$ cat src/rtl/ni_ejection_reassembler_if.sv
// Flit ingress and packet egress signals of the NI ejection reassembler.
// The slave modport is the reassembler itself. The master modport is the
// environment, which drives router flits and consumes packets.
interface ni_ejection_reassembler_if #(
  parameter int VC = 4
);
  localparam int VCW = $clog2(VC);

  // Router output channel (VC-time-multiplexed flits)
  logic [VCW-1:0] VCPlaneSelector;
  logic [31:0]    data_out;
  logic           valid_out;
  logic           ready_out;

  // Serialized packet stream
  logic [31:0]    pkt_data;
  logic           pkt_valid;
  logic           pkt_ready;
  logic [VCW-1:0] pkt_vc;
  logic           pkt_last;
  logic [7:0]     pkt_src;

  modport slave (
    input  VCPlaneSelector, data_out, valid_out, pkt_ready,
    output ready_out, pkt_data, pkt_valid, pkt_vc, pkt_last, pkt_src
  );

  modport master (
    output VCPlaneSelector, data_out, valid_out, pkt_ready,
    input  ready_out, pkt_data, pkt_valid, pkt_vc, pkt_last, pkt_src
  );
endinterface

$ cat src/rtl/ni_ejection_reassembler.sv
// NI ejection reassembler.
// The block buffers router flits per VC and checks head/body/tail framing on
// each VC. It delivers only complete packets, store-and-forward, on one packet
// stream. VCs with a complete packet are served in round-robin order.
module ni_ejection_reassembler #(
  parameter int VC    = 4,
  parameter int DEPTH = 16,
  parameter int DIM   = 3
) (
  input  logic                 clk,
  input  logic                 rst,
  ni_ejection_reassembler_if.slave bus,
  output logic [VC-1:0]        err_flags,
  output logic [31:0]          pkt_count
);
  localparam int VCW = $clog2(VC);
  localparam int AW  = $clog2(DEPTH);
  localparam int PW  = AW + 1;

  localparam logic [1:0] FT_HEAD = 2'b01;
  localparam logic [1:0] FT_BODY = 2'b10;
  localparam logic [1:0] FT_TAIL = 2'b11;

  typedef enum logic { IN_IDLE, IN_PKT } in_state_t;
  typedef enum logic { ARB, SEND }       out_state_t;

  // Per-VC flit storage and framing state
  logic [31:0]   mem      [VC][DEPTH];
  logic [PW-1:0] wr_ptr   [VC];
  logic [PW-1:0] rd_ptr   [VC];
  logic [PW-1:0] complete [VC];   // tails currently held in each FIFO
  logic [VC-1:0] full;
  in_state_t     in_state [VC];
  in_state_t     in_next  [VC];
  logic [VC-1:0] wr_en, tail_wr, set_err;

  // Ingress handshake
  logic       accept;
  logic [1:0] ftype;

  // Output arbitration and delivery
  out_state_t     out_state, out_next;
  logic [VCW-1:0] gnt, gnt_next;
  logic [VCW-1:0] rr_ptr, rr_next;
  logic [7:0]     src_q, src_next;
  logic           hit;
  logic [VCW-1:0] hit_v;
  logic [VCW-1:0] idx;
  logic [3:0]     cand_row, cand_col;
  logic [7:0]     cand_src;
  logic [31:0]    front;
  logic           pop, tail_rd;

  // A FIFO is full when the pointers agree modulo DEPTH and differ in the wrap bit.
  always_comb begin
    for (int v = 0; v < VC; v++) begin
      full[v] = (wr_ptr[v][AW] != rd_ptr[v][AW]) &&
                (wr_ptr[v][AW-1:0] == rd_ptr[v][AW-1:0]);
    end
  end

  // A full FIFO stays not-ready even while it is being read, because there is no bypass path.
  assign bus.ready_out = rst & ~full[bus.VCPlaneSelector];
  assign accept        = bus.valid_out & bus.ready_out;
  assign ftype         = bus.data_out[31:30];

  // Per-VC framing check. It decides whether the selected VC stores or drops the flit.
  always_comb begin
    // NOTE: every output gets a default before any branch, so no latch can be inferred.
    wr_en   = '0;
    tail_wr = '0;
    set_err = '0;
    for (int v = 0; v < VC; v++) begin
      in_next[v] = in_state[v];
      if (accept && (bus.VCPlaneSelector == VCW'(v))) begin
        case (in_state[v])
          IN_IDLE: begin
            if (ftype == FT_HEAD) begin
              wr_en[v]   = 1'b1;
              in_next[v] = IN_PKT;
            end else begin
              set_err[v] = 1'b1;
            end
          end
          IN_PKT: begin
            if (ftype == FT_BODY) begin
              wr_en[v] = 1'b1;
            end else if (ftype == FT_TAIL) begin
              wr_en[v]   = 1'b1;
              tail_wr[v] = 1'b1;
              in_next[v] = IN_IDLE;
            end else begin
              set_err[v] = 1'b1;
            end
          end
          default: in_next[v] = IN_IDLE;
        endcase
      end
    end
  end

  // Per-VC framing state, FIFO pointers and complete-packet counters.
  always_ff @(posedge clk or negedge rst) begin
    if (!rst) begin
      for (int v = 0; v < VC; v++) begin
        // NOTE: state registers use non-blocking assignments, so every reader sees the pre-edge value.
        in_state[v] <= IN_IDLE;
        wr_ptr[v]   <= '0;
        rd_ptr[v]   <= '0;
        complete[v] <= '0;
      end
    end else begin
      for (int v = 0; v < VC; v++) begin
        in_state[v] <= in_next[v];
        if (wr_en[v]) wr_ptr[v] <= wr_ptr[v] + PW'(1);
        if (pop && (gnt == VCW'(v))) rd_ptr[v] <= rd_ptr[v] + PW'(1);
        // A tail written and a tail read in the same cycle cancel out.
        if (tail_wr[v] && !(tail_rd && (gnt == VCW'(v))))
          complete[v] <= complete[v] + PW'(1);
        else if (!tail_wr[v] && tail_rd && (gnt == VCW'(v)))
          complete[v] <= complete[v] - PW'(1);
      end
    end
  end

  // FIFO storage writes.
  always_ff @(posedge clk) begin
    // NOTE: the storage array has no reset. The pointers define validity, and a reset-free array can map onto RAM.
    for (int v = 0; v < VC; v++) begin
      if (wr_en[v]) mem[v][wr_ptr[v][AW-1:0]] <= bus.data_out;
    end
  end

  // Round-robin search for a VC holding a complete packet. The search starts after the last grant.
  always_comb begin
    hit   = 1'b0;
    hit_v = '0;
    idx   = '0;
    for (int i = 1; i <= VC; i++) begin
      idx = VCW'((int'(rr_ptr) + i) % VC);
      if (!hit && (complete[idx] != '0)) begin
        hit   = 1'b1;
        hit_v = idx;
      end
    end
    cand_row = mem[hit_v][rd_ptr[hit_v][AW-1:0]][11:8];
    cand_col = mem[hit_v][rd_ptr[hit_v][AW-1:0]][15:12];
    cand_src = 8'(cand_row) * 8'(DIM) + 8'(cand_col);
  end

  // Output FSM state and grant registers.
  always_ff @(posedge clk or negedge rst) begin
    if (!rst) begin
      out_state <= ARB;
      gnt       <= '0;
      rr_ptr    <= VCW'(VC - 1);
      src_q     <= '0;
    end else begin
      out_state <= out_next;
      gnt       <= gnt_next;
      rr_ptr    <= rr_next;
      src_q     <= src_next;
    end
  end

  // Output FSM next state and packet stream outputs. The front flit falls through directly to pkt_data.
  always_comb begin
    out_next      = out_state;
    gnt_next      = gnt;
    rr_next       = rr_ptr;
    src_next      = src_q;
    front         = mem[gnt][rd_ptr[gnt][AW-1:0]];
    bus.pkt_valid = (out_state == SEND);
    bus.pkt_data  = bus.pkt_valid ? front : 32'd0;
    bus.pkt_last  = bus.pkt_valid && (front[31:30] == FT_TAIL);
    bus.pkt_vc    = gnt;
    bus.pkt_src   = src_q;
    pop           = bus.pkt_valid && bus.pkt_ready;
    tail_rd       = pop && bus.pkt_last;
    case (out_state)
      ARB: begin
        if (hit) begin
          out_next = SEND;
          gnt_next = hit_v;
          rr_next  = hit_v;
          src_next = cand_src;
        end
      end
      SEND: begin
        if (tail_rd) out_next = ARB;
      end
      default: out_next = ARB;
    endcase
  end

  // Sticky protocol errors and the delivered-packet counter.
  always_ff @(posedge clk or negedge rst) begin
    if (!rst) begin
      err_flags <= '0;
      pkt_count <= '0;
    end else begin
      err_flags <= err_flags | set_err;
      if (tail_rd) pkt_count <= pkt_count + 32'd1;
    end
  end
endmodule

$ cat src/flat_wrapper.sv
// flat-port wrapper written by rule: the top's interface ports become plain ports
module ni_ejection_reassembler_flat 
#(
  parameter int VC    = 4,
  parameter int DEPTH = 16,
  parameter int DIM   = 3
)
  (clk, rst, err_flags, pkt_count, bus_VCPlaneSelector, bus_data_out, bus_valid_out, bus_pkt_ready, bus_ready_out, bus_pkt_data, bus_pkt_valid, bus_pkt_vc, bus_pkt_last, bus_pkt_src);
  ni_ejection_reassembler_if #(.VC(VC)) bus_i ();
  input  logic clk;
  input  logic rst;
  output logic [VC-1:0] err_flags;
  output logic [31:0] pkt_count;
  input wire logic [$bits(bus_i.VCPlaneSelector)-1:0] bus_VCPlaneSelector;
  input wire logic [$bits(bus_i.data_out)-1:0] bus_data_out;
  input wire logic [$bits(bus_i.valid_out)-1:0] bus_valid_out;
  input wire logic [$bits(bus_i.pkt_ready)-1:0] bus_pkt_ready;
  output wire logic [$bits(bus_i.ready_out)-1:0] bus_ready_out;
  output wire logic [$bits(bus_i.pkt_data)-1:0] bus_pkt_data;
  output wire logic [$bits(bus_i.pkt_valid)-1:0] bus_pkt_valid;
  output wire logic [$bits(bus_i.pkt_vc)-1:0] bus_pkt_vc;
  output wire logic [$bits(bus_i.pkt_last)-1:0] bus_pkt_last;
  output wire logic [$bits(bus_i.pkt_src)-1:0] bus_pkt_src;
  assign bus_i.VCPlaneSelector = bus_VCPlaneSelector;
  assign bus_i.data_out = bus_data_out;
  assign bus_i.valid_out = bus_valid_out;
  assign bus_i.pkt_ready = bus_pkt_ready;
  assign bus_ready_out = bus_i.ready_out;
  assign bus_pkt_data = bus_i.pkt_data;
  assign bus_pkt_valid = bus_i.pkt_valid;
  assign bus_pkt_vc = bus_i.pkt_vc;
  assign bus_pkt_last = bus_i.pkt_last;
  assign bus_pkt_src = bus_i.pkt_src;
  ni_ejection_reassembler #(.VC(VC), .DEPTH(DEPTH), .DIM(DIM)) u_core (.clk(clk), .rst(rst), .bus(bus_i), .err_flags(err_flags), .pkt_count(pkt_count));
endmodule
$ cat config.mk
export PLATFORM = sky130hd
export DESIGN_NAME = ni_ejection_reassembler_flat
export DESIGN_NICKNAME = d
export VERILOG_FILES = /design/src/rtl/ni_ejection_reassembler_if.sv /design/src/rtl/ni_ejection_reassembler.sv /design/src/flat_wrapper.sv
export SDC_FILE = /design/constraint.sdc
export NUM_CORES = 2
export LEC_CHECK = 0
export CAP_MARGIN = 20
export CORE_MARGIN = 2
export CORE_UTILIZATION = 51
export CTS_CLUSTER_DIAMETER = 60
export DETAILED_ROUTE_END_ITERATION = 16
export PLACE_DENSITY_LB_ADDON = 0.2
export SLEW_MARGIN = 20
export SYNTH_ARGS = -nofsm -noshare
export SYNTH_HDL_FRONTEND = slang
export SYNTH_SLANG_ARGS = --single-unit
$ cat constraint.sdc
create_clock -name clk -period 13 [get_ports clk]
set_input_delay 1.3 -clock clk [delete_from_list [all_inputs] [get_ports clk]]
set_output_delay 1.3 -clock clk [all_outputs]
set_load 0.01 [all_outputs]
==> Yosys cells after proc, flatten, opt, wreduce, memory -nomap -nowiden <==
Memories as Yosys holds them, arrays and structs flattened.
Cells that the tools add are included.
{ "op_classes": {"n_addsub": 22, "mul": 1, "n_lt_le_gt_ge": 17, "n_eq_ne": 18, "mux": 107, "bitwise": 21, "n_reduce_logical": 63} }
{ "ops": {"columns": ["operator", "count"], "rows": [
  ["$mux W512", 10],
  ["$reduce_or A512 Y1", 3],
  ["$demux W32 S4", 4],
  ["$bmux W32 S4", 2],
  ["$mux W32", 7],
  ["$mux W5", 16],
  ["$add A5 B1 Y5 const B", 12],
  ["$bmux W5 S2", 6],
  ["$logic_and A1 B1 Y1", 38],
  ["$mux W1", 35],
  ["$add A32 B1 Y32 const B", 1],
  ["$mux W16", 2],
  ["$ge A5 B5 Y1 const B", 6],
  ["$not A4 Y5", 6],
  ["$pmux W1 S2", 13],
  ["$lt A5 B1 Y1 const B", 4],
  ["$reduce_bool A5 Y1", 4],
  ["$sub A5 B1 Y5 const B", 4],
  ["$ge A3 B3 Y1 const B", 6],
  ["$not A2 Y3", 6],
  ["$eq A4 B4 Y1", 4],
  ["$mux W4", 4],
  ["$eq A2 B2 Y1 const B", 7],
  ["$mux W2", 7],
  ["other kinds (15)", 42]
]} }
{ "totals": {"reg_bits": 113, "ram_bits": 2048, "inputBits": 38, "output_inout_bits": 81, "mem_count": 1} }
{ "mem_list": {"columns": ["name", "depth", "word_bits", "rd", "rd_ports_with_merged_regs", "write_ports", "line", "source"], "rows": [
  ["u_core.mem", 4, 512, 2, 0, 1, "ni_ejection_reassembler.sv:28", "logic [31:0] mem [VC][DEPTH];"]
]} }

==> Depth between registers and ports, before layout <==
{ "logic_depth": {"depth_word": 26, "ltp_mapped": 21, "mapped_depth_nobuf": 17} }

==> Least setup slack after synthesis <==
No wires, ideal clock.
{ "synth_path": {"path_kind": "in2reg", "start": "in bus_VCPlaneSelector[1]", "end": "mem u_core.mem[0][384] (netlist bit) (enable)", "setup_ns": 0.461, "arrival_time_ns": 5.368, "required_time_ns": 12.539, "slack_ns": 7.171, "stages": 9, "cell_sequence": "nand2b_1 o31ai_1 or4_1 clkbuf_1 nor4_1 nor2b_1 clkbuf_1 nand2_1 nor3_1"} }
{ "synth_between": {"elab_chain_cells": 13, "elab_cells_between_ends": 34, "cone_classes": "eq/ne: 3; mux: 20; bitwise: 3; reduce/logical: 8"} }
{ "synth_rtl": {"columns": ["item", "line", "source"], "rows": [
  ["start, declared", "flat_wrapper.sv:14", "input wire logic [$bits(bus_i.VCPlaneSelector)-1:0] bus_VCPlaneSelector;"],
  ["$bmux W1 S2", "ni_ejection_reassembler.sv:63", "assign bus.ready_out = rst & ~full[bus.VCPlaneSelector];"],
  ["$mux W1 (not written as such)", "ni_ejection_reassembler.sv:63", null],
  ["$not A1 Y1", "ni_ejection_reassembler.sv:63", null],
  ["$and A1 B1 Y1", "ni_ejection_reassembler.sv:63", null],
  ["$and A1 B1 Y1", "ni_ejection_reassembler.sv:64", "assign accept = bus.valid_out & bus.ready_out;"],
  ["$logic_and A1 B1 Y1", "ni_ejection_reassembler.sv:75", "if (accept && (bus.VCPlaneSelector == VCW'(v))) begin"],
  ["$mux W1", "ni_ejection_reassembler.sv:75", null],
  ["$mux W1", "ni_ejection_reassembler.sv:130", "if (wr_en[v]) mem[v][wr_ptr[v][AW-1:0]] <= bus.data_out;"],
  ["$mux W512 (not written as such)", "ni_ejection_reassembler.sv:130", null],
  ["$reduce_or A512 Y1 (no line)", null, null],
  ["$mux W2 (no line) / $mux W512 (equally long branches) (3 in series)", null, null],
  ["end, declared", "ni_ejection_reassembler.sv:28", null]
]} }
Several ways; a longest one is shown, not always the timed one. The select of a mux whose other input is x is not followed.

==> Worst setup path after layout <==
{ "layout_path": {"start": "reg u_core.gnt[1], in the netlist u_core.bus.pkt_vc[1]", "end": "out bus_pkt_data[21]"} }
{ "layout_between": {"elab_chain_cells": 9, "elab_cells_between_ends": 10, "cone_classes": "mux: 7; bitwise: 2; memory: 1"} }
{ "layout_rtl": {"columns": ["item", "line", "source"], "rows": [
  ["start, declared", "ni_ejection_reassembler.sv:43", "logic [VCW-1:0] gnt, gnt_next;"],
  ["start signal, assigned", "ni_ejection_reassembler.sv:160", "gnt <= gnt_next;"],
  ["$not A2 Y3 (not written as such)", "ni_ejection_reassembler.sv:172", "front = mem[gnt][rd_ptr[gnt][AW-1:0]];"],
  ["$bmux W5 S2", "ni_ejection_reassembler.sv:172", null],
  ["$mux W4 (not written as such) (2 in series)", "ni_ejection_reassembler.sv:172", null],
  ["$not A4 Y5 (not written as such)", "ni_ejection_reassembler.sv:172", null],
  ["$bmux W32 S4 *", "ni_ejection_reassembler.sv:172", null],
  ["$mux W32 (not written as such) * (2 in series)", "ni_ejection_reassembler.sv:172", null],
  ["$mux W32 *", "ni_ejection_reassembler.sv:174", "bus.pkt_data = bus.pkt_valid ? front : 32'd0;"],
  ["end, declared", "flat_wrapper.sv:19", "output wire logic [$bits(bus_i.pkt_data)-1:0] bus_pkt_data;"]
]} }
Mark *: on every way between the ends. The rest lies on a longest branch, timed or not. The select of a mux whose other input is x is not followed.

==> flow_summary_export.csv <==
group,metric,value,unit
status,status,"completed",
sta,report.final.slew_viol_count,0,
layout,most-common-layout-cells,"edfxtp_1, nand2_1, mux4_2, a211oi_1, clkbuf_16",
floorplanning,initial_core_util,51.2,%
cts,cts-buffers-inserted,220,
detailed_routing,first_pass_iters,6,
detailed_routing,wl_per_cell,33.5,um
setup_path,path_class,"register to output pin",
setup_path,critical_path_arrival,6.58,ns
cts,clockBufferDepth,3,
layout,final_nets,5199,
global_routing,track_usage,28.5,%
flow_run,maxCapViolCount,0,
synth,ys_ff_latch,2159,
setup_path,start_kind,"register",
synth,syn_area,0.0898,sq mm
sta,fmax,0.127,GHz
setup_path,slowest_stage,"nor3b_1",
place,hpwl,132,mm
setup_path,path_max_fanout,114,
sta,tns,0,ns
setup_path,cp.required,11.70,ns
setup_path,crit_start,"u_core.bus.pkt_vc[1]",
cts,clkLatencyLatePin,0.88,ns
setup_path,end_kind,"output pin",
floorplanning,core_area,0.176,sq mm
synth,synth.distinct_cells,62,
synth,async_reset_ff_share,5.14,%
synth,synth_seq_area_share,71.6,%
sta,skew,0.0755,ns
synth,synth.area.top_cells,"edfxtp_1, mux4_2, dfrtp_1, nand2_1, a211oi_1",
cts,postCtsHoldBufs,0,
sta,rsz0062_at_grt,"no",
global_routing,grt_pass1_wl,365,mm
synth,synth_largest_area_cell,"edfxtp_1",
worst_hold_path,holdCritPathClass,"primary input to async pin",
setup_path,slowest_delay,0.86,ns
floorplanning,die-area,0.179,sq mm
detailed_routing,vias,51040,
place,dp.cells,7233,
detailed_routing,first_iter_violations,6993,
cts,clk_pin_slew,0.06,ns
detailed_routing,viasPerCell,6.67,
floorplanning,io_pins,119,
detailed_routing,ant_nets,0,
floorplanning,die_x,424,um
power,p_per_area,251,mW/mm^2
detailed_routing,finalWirelength,256,mm
layout,drive_gt1_share,20.9,%
cts,cts_resized,0,
cts,post_cts_buffers,0,
layout,utilization,57.6,%
sta,timing_hold_violations_final,0,
setup_path,r2r-start,"u_core.complete[12]",
cts,root_buffer,"clkbuf_16",
synth,netlist.area_leader.share,68.5,%
place,dp_slack,5.75,ns
layout,syn_to_final_growth,12.6,%
synth,synth_area_per_cell,18.0,sq um
sta,tightest_slew,1.14,ns
floorplanning,num_rows,154,
global_routing,grt_antenna_before_repair,11,
place,io_buffers,116,
sta,fin_crit,7.88,ns
global_routing,grt_max_degree,173,
detailed_routing,remaining_drc_errors,0,
setup_path,crit_chain,"buf_4 -> buf_12 -> buf_4 -> mux4_2 -> and2_1 -> a211oi_1 -> a311oi_1 -> a211oi_1 -> nor3b_1 -> clkdlybuf4s50_1",
cts,cts_tree,"built",
place,gp_congestion,0.855,
sta,finalCritPeriodShare,60.6,%
power,leakagePower,32.2,nW
global_routing,first_global_vias,49721,
sta,slew_headroom,24.0,%
synth,synth_ff_type,"edfxtp_1",
cts,cts.htree.levels,4,
layout,stdcell_count,7647,
power,ir_drop,0.503,mV
sta,setup_ws,5.12,ns
synth,syn-instance-count,4996,
floorplanning,die_y,424,um
synth,yosysWarnings,0,
sta,setup_viol,0,
global_routing,gr-total-overflow,0,
layout,final_common_cell,"edfxtp_1",
sta,timing.hold.ws,0.359,ns
synth,synth-edff-count,2048,
cts,cts.sinks,2159,
==> final timing paths <==
kind | to | slack, ns | cells after the start
worst max-delay path | bus_pkt_data[21] | 5.12 | 10
worst min-delay path | u_core.pkt_count[14] | 0.36 | 1
worst max register to register | u_core.bus.pkt_src[5] | 5.95 | 19
worst min register to register | u_core.err_flags[1] | 0.45 | 1
max in group asynchronous | u_core.wr_ptr[6] | 10.92 | 3
min in group clk | u_core.err_flags[1] | 0.45 | 1
==> registers in the layout (all words and copies together) (netlist names), named ones only <==
name and flops:
u_core.pkt_count 32, u_core.bus.pkt_vc 2, u_core.rd_ptr 20, u_core.err_flags 4, u_core.complete 20, u_core.mem 2048
u_core.rr_ptr 2, u_core.wr_ptr 20, u_core.bus.pkt_src 6, u_core.bus.pkt_valid 1
==> synth_stat cells, types with 10 or more instances <==
master    number
xnor2_1       55
clkbuf_1     209
a21oi_1      141
nand2_1      572
nor3b_1       31
and2_1       123
ha_1          38
a32oi_1       64
a21o_1        22
nor4_1        10
nor3_1        66
xor2_1        46
nor2_1        76
buf_1         20
edfxtp_1    2048
nand3_1       19
mux4_2       516
mux2_2        26
dfrtp_1      109
nand4_1       27
inv_1         28
buf_2         97
mux2i_1       79
or4_1         11
and3_1        10
a31oi_1       68
buf_6         12
a211oi_1     247
a311oi_1      62
o21ai_0       18
buf_4         11
a221oi_1      64
nand2b_1      12
==> layer usage <==
layer | track usage, % | share of wire, % | routed length, um | up-vias
li1 | - | - | - | 20639
met1 | 41.1 | 40 | 103000 | 27141
met2 | 44.3 | 47 | 121000 | 2804
met3 | 5.02 | 9.3 | 23800 | 454
met4 | 9.65 | 3.4 | 8780 | 2
met5 | 0 | 0.0051 | 13 | -
==> metrics by stage <==
stage	cell area, sq um	power, mW
global route	101000	26.5
finish	101000	25.4
global placement	93800	19.0
detailed placement	93800	19.1
CTS	101000	25.4
floorplan	89800	15.4
==> power by group <==
group | switching, mW | total [mW] | internal (mW)
Clock | 2.74 | 6.34 | 3.59
Sequential | 0.234 | 7.99 | 7.75
Combinational | 7.00 | 11.1 | 4.06
==> critical path: cells and delay by family, from the launching register on <==
family	cells	cell delay, ns
buffers and inverters	4	2.87
and+or+nand+nor	2	0.99
DFF	1	0.74
AOI/OAI and AO/OA	3	0.48
muxes	1	0.33
==> cell type report <==
cell class / instances / area (sq um)
Tap cell: 2340 / 2930
Antenna cell: 2 / 5.00
Clock buffer: 275 / 5770
Timing Repair Buffer: 245 / 2120
Fill cell: 13096 / 74400
Sequential cell: 2159 / 64300
Inverter: 29 / 109
Clock inverter: 137 / 1520
Multi-Input combinational cell: 2460 / 24400
==> logic make-up (layout without fill, tap and decap cells) <==
kind of cell | count (synthesis) | in the layout | synth area share (%)
compound gates | 709 | 709 | 5.69
xor+xnor | 101 | 101 | 0.985
fa+ha+maj | 46 | 46 | 0.708
buf+inv | 378 | 686 | 1.86
flops | 2159 | 2159 | 71.6
mux | 621 | 621 | 14.1
other cells | 1 | 4 | 0.00418
simple gates | 981 | 981 | 5.03
No activity file was read; power rests on OpenSTA's default activity.
